`config.mk`:
```
export PLATFORM = sky130hd
export DESIGN_NAME = bus_transfer_sequencer_flat
export DESIGN_NICKNAME = d
export VERILOG_FILES = /design/src/rtl/bus_transfer_sequencer_if.sv /design/src/rtl/bus_transfer_sequencer.sv /design/src/flat_wrapper.sv
export SDC_FILE = /design/constraint.sdc
export NUM_CORES = 1
export LEC_CHECK = 0
export BUFFER_PORTS_ARGS = -buffer_cell sky130_fd_sc_hd__clkbuf_2
export CAP_MARGIN = 20
export CORE_MARGIN = 1.5
export CORE_UTILIZATION = 45
export DETAILED_ROUTE_END_ITERATION = 8
export PLACE_DENSITY = 0.75
export SYNTH_ARGS = -nofsm -noshare
export SYNTH_HDL_FRONTEND = slang
export SYNTH_SLANG_ARGS = --single-unit
export TNS_END_PERCENT = 30
```
`constraint.sdc`:
```
create_clock -name clock -period 3.46 [get_ports clock]
set_input_delay 0.865 -clock clock [delete_from_list [all_inputs] [get_ports clock]]
set_output_delay 0.865 -clock clock [all_outputs]
set_load 0.03 [all_outputs]
```
`src/rtl/bus_transfer_sequencer_if.sv`:
```
// Request/enable bundle between a transfer issuer and the bus transfer sequencer.
// Clock and reset stay outside the bundle as plain ports.
interface bus_transfer_sequencer_if;
   logic        req_valid;
   logic        req_ready;
   logic [4:0]  src_sel;
   logic [4:0]  dst_sel;
   logic [23:0] src_oe;
   logic [23:0] dst_we;
   logic        done;
   logic        err;

   modport master (
      output req_valid, src_sel, dst_sel,
      input  req_ready, src_oe, dst_we, done, err
   );

   modport slave (
      input  req_valid, src_sel, dst_sel,
      output req_ready, src_oe, dst_we, done, err
   );
endinterface

```
`src/rtl/bus_transfer_sequencer.sv`:
```
// Turns a (source, destination) transfer request into registered one-hot bus
// out-enables and register in-enables, holding the source for a settle time.
module bus_transfer_sequencer #(
   parameter int unsigned SETTLE_CYCLES = 1
) (
   input  logic                     clock,
   input  logic                     clear,
   bus_transfer_sequencer_if.slave  bus
);

   localparam logic [2:0] SETTLE = 3'(SETTLE_CYCLES);
   localparam logic [4:0] MAX_CODE = 5'd23;

   typedef enum logic [1:0] {IDLE, DRIVE, LATCH} state_t;

   state_t      state, state_d;
   logic [2:0]  cnt, cnt_d;
   logic [4:0]  src_q, src_d;
   logic [4:0]  dst_q, dst_d;
   logic [23:0] src_oe_d, dst_we_d;
   logic        done_d, err_d, ready_d;
   logic        accept, illegal;

   function automatic logic [23:0] onehot(input logic [4:0] code);
      return 24'b1 << code;
   endfunction

   assign accept  = bus.req_valid && bus.req_ready;
   assign illegal = (bus.src_sel > MAX_CODE) || (bus.dst_sel > MAX_CODE);

   always_comb begin
      // NOTE: every signal gets a default before the case so no path leaves it unassigned (no latch).
      state_d = state;
      cnt_d   = cnt;
      src_d   = src_q;
      dst_d   = dst_q;
      err_d   = 1'b0;

      unique case (state)
         IDLE: begin
            if (accept) begin
               if (illegal) begin
                  err_d = 1'b1;
               end else begin
                  src_d   = bus.src_sel;
                  dst_d   = bus.dst_sel;
                  cnt_d   = SETTLE;
                  state_d = (SETTLE == 3'd0) ? LATCH : DRIVE;
               end
            end
         end
         DRIVE: begin
            cnt_d = cnt - 3'd1;
            if (cnt <= 3'd1) state_d = LATCH;
         end
         LATCH: begin
            cnt_d   = 3'd0;
            state_d = IDLE;
         end
         default: begin
            cnt_d   = 3'd0;
            state_d = IDLE;
         end
      endcase

      // Outputs are decoded from the next state so they can be registered
      // without adding a cycle of latency.
      src_oe_d = (state_d != IDLE)  ? onehot(src_d) : '0;
      dst_we_d = (state_d == LATCH) ? onehot(dst_d) : '0;
      done_d   = (state == LATCH);
      ready_d  = (state_d == IDLE);
   end

   // NOTE: state and output registers use non-blocking assignments so all update together at the edge.
   always_ff @(posedge clock or negedge clear) begin
      if (!clear) begin
         state         <= IDLE;
         cnt           <= '0;
         src_q         <= '0;
         dst_q         <= '0;
         bus.src_oe    <= '0;
         bus.dst_we    <= '0;
         bus.done      <= 1'b0;
         bus.err       <= 1'b0;
         bus.req_ready <= 1'b0;
      end else begin
         state         <= state_d;
         cnt           <= cnt_d;
         src_q         <= src_d;
         dst_q         <= dst_d;
         bus.src_oe    <= src_oe_d;
         bus.dst_we    <= dst_we_d;
         bus.done      <= done_d;
         bus.err       <= err_d;
         bus.req_ready <= ready_d;
      end
   end

endmodule

```
`src/flat_wrapper.sv`:
```
// flat-port wrapper written by rule: the top's interface ports become plain ports
module bus_transfer_sequencer_flat 
#(
   parameter int unsigned SETTLE_CYCLES = 1
)
  (clock, clear, bus_req_valid, bus_src_sel, bus_dst_sel, bus_req_ready, bus_src_oe, bus_dst_we, bus_done, bus_err);
  bus_transfer_sequencer_if bus_i ();
  input  logic clock;
  input  logic clear;
  input wire logic [$bits(bus_i.req_valid)-1:0] bus_req_valid;
  input wire logic [$bits(bus_i.src_sel)-1:0] bus_src_sel;
  input wire logic [$bits(bus_i.dst_sel)-1:0] bus_dst_sel;
  output wire logic [$bits(bus_i.req_ready)-1:0] bus_req_ready;
  output wire logic [$bits(bus_i.src_oe)-1:0] bus_src_oe;
  output wire logic [$bits(bus_i.dst_we)-1:0] bus_dst_we;
  output wire logic [$bits(bus_i.done)-1:0] bus_done;
  output wire logic [$bits(bus_i.err)-1:0] bus_err;
  assign bus_i.req_valid = bus_req_valid;
  assign bus_i.src_sel = bus_src_sel;
  assign bus_i.dst_sel = bus_dst_sel;
  assign bus_req_ready = bus_i.req_ready;
  assign bus_src_oe = bus_i.src_oe;
  assign bus_dst_we = bus_i.dst_we;
  assign bus_done = bus_i.done;
  assign bus_err = bus_i.err;
  bus_transfer_sequencer #(.SETTLE_CYCLES(SETTLE_CYCLES)) u_core (.clock(clock), .clear(clear), .bus(bus_i));
endmodule
```
==> flow_summary.toml <==
[synthesis]
ys_ff_latch = 66
post_synth_num_cell_types = 43
syn_inst = 284
synthesis.nets = 299
yosysSeqAreaShare = 0.520
ys_warn_count = 0
synth.avg_cell_area_um2 = 11.2
syn_area_um2 = 3180

[clock_network]
cts_tree = "built"
clockBufferDepth = 2
clk_latency_ns = 0.35
postCtsSetupRepairBufs = 0
clk_pin_slew_ns = 0.07
cts_hold_buf = 0
cts_resized = 0
clockRootBuffer = "clkbuf_8"
numCtsBuffers = 9
htreeDepth = 3
cts_sinks = 66

[placement]
dpl-instance-area_um2 = 3520
port_buffers = 63
place_congestion = 0.857
place_hpwl_um = 4860

[die]
num_rows = 30
die_area_um2 = 7570
core_area_um2 = 6790
die_width_um = 87.0
ioPinCount = 64
start_util = 0.467
fp.dieH_um = 87.0

[layout]
fin_area_um2 = 3770
final_common_cell = "dfrtp_1"
finish.utilization = 0.555
final_layout_size_suffix_gt1_frac = 0.327
nets = 353
diodes = 0
mostFrequentLayoutCells = "66 x dfrtp_1, 63 x clkbuf_2, 27 x a21oi_1"
area_delta_synth_final_pct = 18.8

[drt]
drc = 0
postRouteAntennaNets = 0
wl_um = 7350
drt_iter0_markers = 227
wl_per_cell_um = 16.7
viasPerCell = 5.96
first_pass_iters = 5
vias = 2617

[setup_path]
crit_fanout = 16
cp.arrival_ns = 2.39
endpoint_kind = "flop"
crit_type = "primary input to flop"
critPathLaunchType = "primary input"
cp_data_required_time_ns = 3.63

[sta]
rsz0062_at_grt = "false"
fin_hold_ws_ns = 0.535
setup_tns_ns = 0
fmax_ghz = 0.450
final.setup_skew_ns = 0.00952
worst_slew_pin_slew_ns = 1.00
slew_violations = 0
finalSetupViolCount = 0
min_period_over_period = 0.642
fin_crit_ns = 2.22
relSlewSlack = 0.330
hold_viol = 0

[outcome]
status = "completed"

[pwr]
powerDensity_nw_per_um2 = 707
finalPower_w = 0.00267
peakVddDrop_mv = 0.330
p_leak_nw = 1.61

[run]
maxCapViolCount = 0

[global_route]
antenna_found_initial = 0
grtUsageTotal = 0.202
grt_first_pass_wirelength_um = 11600
grt_overflow = 0
grt_pass1_vias = 2284
grt_start_max_net_pins = 67

[hold_path]
hp-class = "flop to flop"
routing by layer:
metal  up-vias  track usage  wire [µm]
met4         0       0.0968        165
met2       122        0.286       3300
met1      1276        0.287       3310
met5         -            0          0
met3        15       0.0521        572
li1       1204            -          -
registers in the layout, summed over array words and instances (netlist names):
register              cells
u_core.bus.dst_we        24
u_core.bus.src_oe        24
u_core.dst_q              5
u_core.src_q              5
u_core.cnt                3
u_core.state              2
u_core.bus.done           1
u_core.bus.err            1
u_core.bus.req_ready      1
path summary, 6_finish.rpt:
| path | start | cells after the start | slack (ns) | end |
|---|---|---|---|---|
| worst min register to register | u_core.cnt[1] | 1 | 0.54 | u_core.cnt[1] |
| min in group asynchronous | clear | 2 | 0.68 | u_core.bus.err |
| max in group asynchronous | clear | 2 | 2.26 | u_core.bus.dst_we[1] |
| worst min-delay path | u_core.cnt[1] | 1 | 0.54 | u_core.cnt[1] |
| worst max register to register | u_core.state[1] | 3 | 1.45 | u_core.bus.dst_we[3] |
| worst max-delay path | bus_src_sel[3] | 5 | 1.24 | u_core.bus.dst_we[3] |
logic make-up (layout without fill, tap and decap cells):
logic type                 Yosys count  count (layout)  share of synthesized area
and+or+nand+nor                     80              80                      0.160
muxes                                9               9                     0.0319
DFF                                 66              66                      0.520
buffers and inverters               29              88                     0.0493
adders and majority gates            2               2                    0.00788
AOI/OAI and AO/OA                   98              98                      0.231
stage by stage:
stage	cells	setup WS, ns
2_1_floorplan	284	1.51
3_3_place_gp	422	0.929
3_5_place_dp	422	0.829
4_1_cts	438	1.17
5_1_grt	439	1.17
6_report	439	1.24
synthesized netlist by cell type:
cell | count | area share
and2b_1 | 1 | 0.0024
dfrtp_1 | 66 | 0.52
or4b_1 | 1 | 0.0032
or4_4 | 1 | 0.0035
and4_1 | 1 | 0.0028
o21ba_2 | 2 | 0.0063
a221o_1 | 1 | 0.0032
buf_2 | 14 | 0.022
buf_4 | 2 | 0.0047
a32oi_1 | 4 | 0.011
a22oi_2 | 1 | 0.0039
a22o_1 | 1 | 0.0028
nor3b_1 | 4 | 0.0095
a21boi_2 | 1 | 0.0035
nand4bb_1 | 1 | 0.0035
mux2_2 | 9 | 0.032
nand2_1 | 3 | 0.0035
nand2b_1 | 1 | 0.0020
nor4bb_1 | 1 | 0.0032
o21ai_0 | 10 | 0.016
o2bb2ai_1 | 1 | 0.0028
o211ai_1 | 16 | 0.038
nand4_1 | 26 | 0.051
nand2_2 | 1 | 0.0020
inv_1 | 3 | 0.0035
and3b_1 | 2 | 0.0055
nor2_1 | 9 | 0.011
ha_1 | 2 | 0.0079
a311oi_1 | 1 | 0.0028
buf_1 | 2 | 0.0024
nor2b_1 | 15 | 0.030
o2111ai_1 | 8 | 0.022
nand3_1 | 4 | 0.0063
or3_1 | 1 | 0.0020
nand4b_1 | 4 | 0.011
clkbuf_1 | 5 | 0.0059
buf_6 | 3 | 0.011
o22a_1 | 1 | 0.0028
a21oi_1 | 27 | 0.043
and2_1 | 4 | 0.0079
a22oi_1 | 8 | 0.019
a211oi_1 | 5 | 0.012
a211oi_2 | 11 | 0.043
cell type report:
cell class	count	area (µm²)
Fill cell	594	3020
Tap cell	96	120
Multi-Input combinational cell	189	1380
Inverter	3	11.3
Clock inverter	6	88.8
Sequential cell	66	1650
Timing Repair Buffer	69	380
Clock buffer	10	138
critical path: stages:
cell and delay (ns):
clkbuf_2 0.19, a22oi_2 0.22, buf_4 0.24, a21boi_2 0.76, a211oi_1 0.11
power by group:
group          internal (W)  switching, W  total [W]  leakage (nW)
clock              0.000426      0.000302   0.000728         0.109
sequential         0.000895      0.000157    0.00105         0.889
combinational      0.000295      0.000593   0.000888         0.609
(Power assumes the default switching activity.)
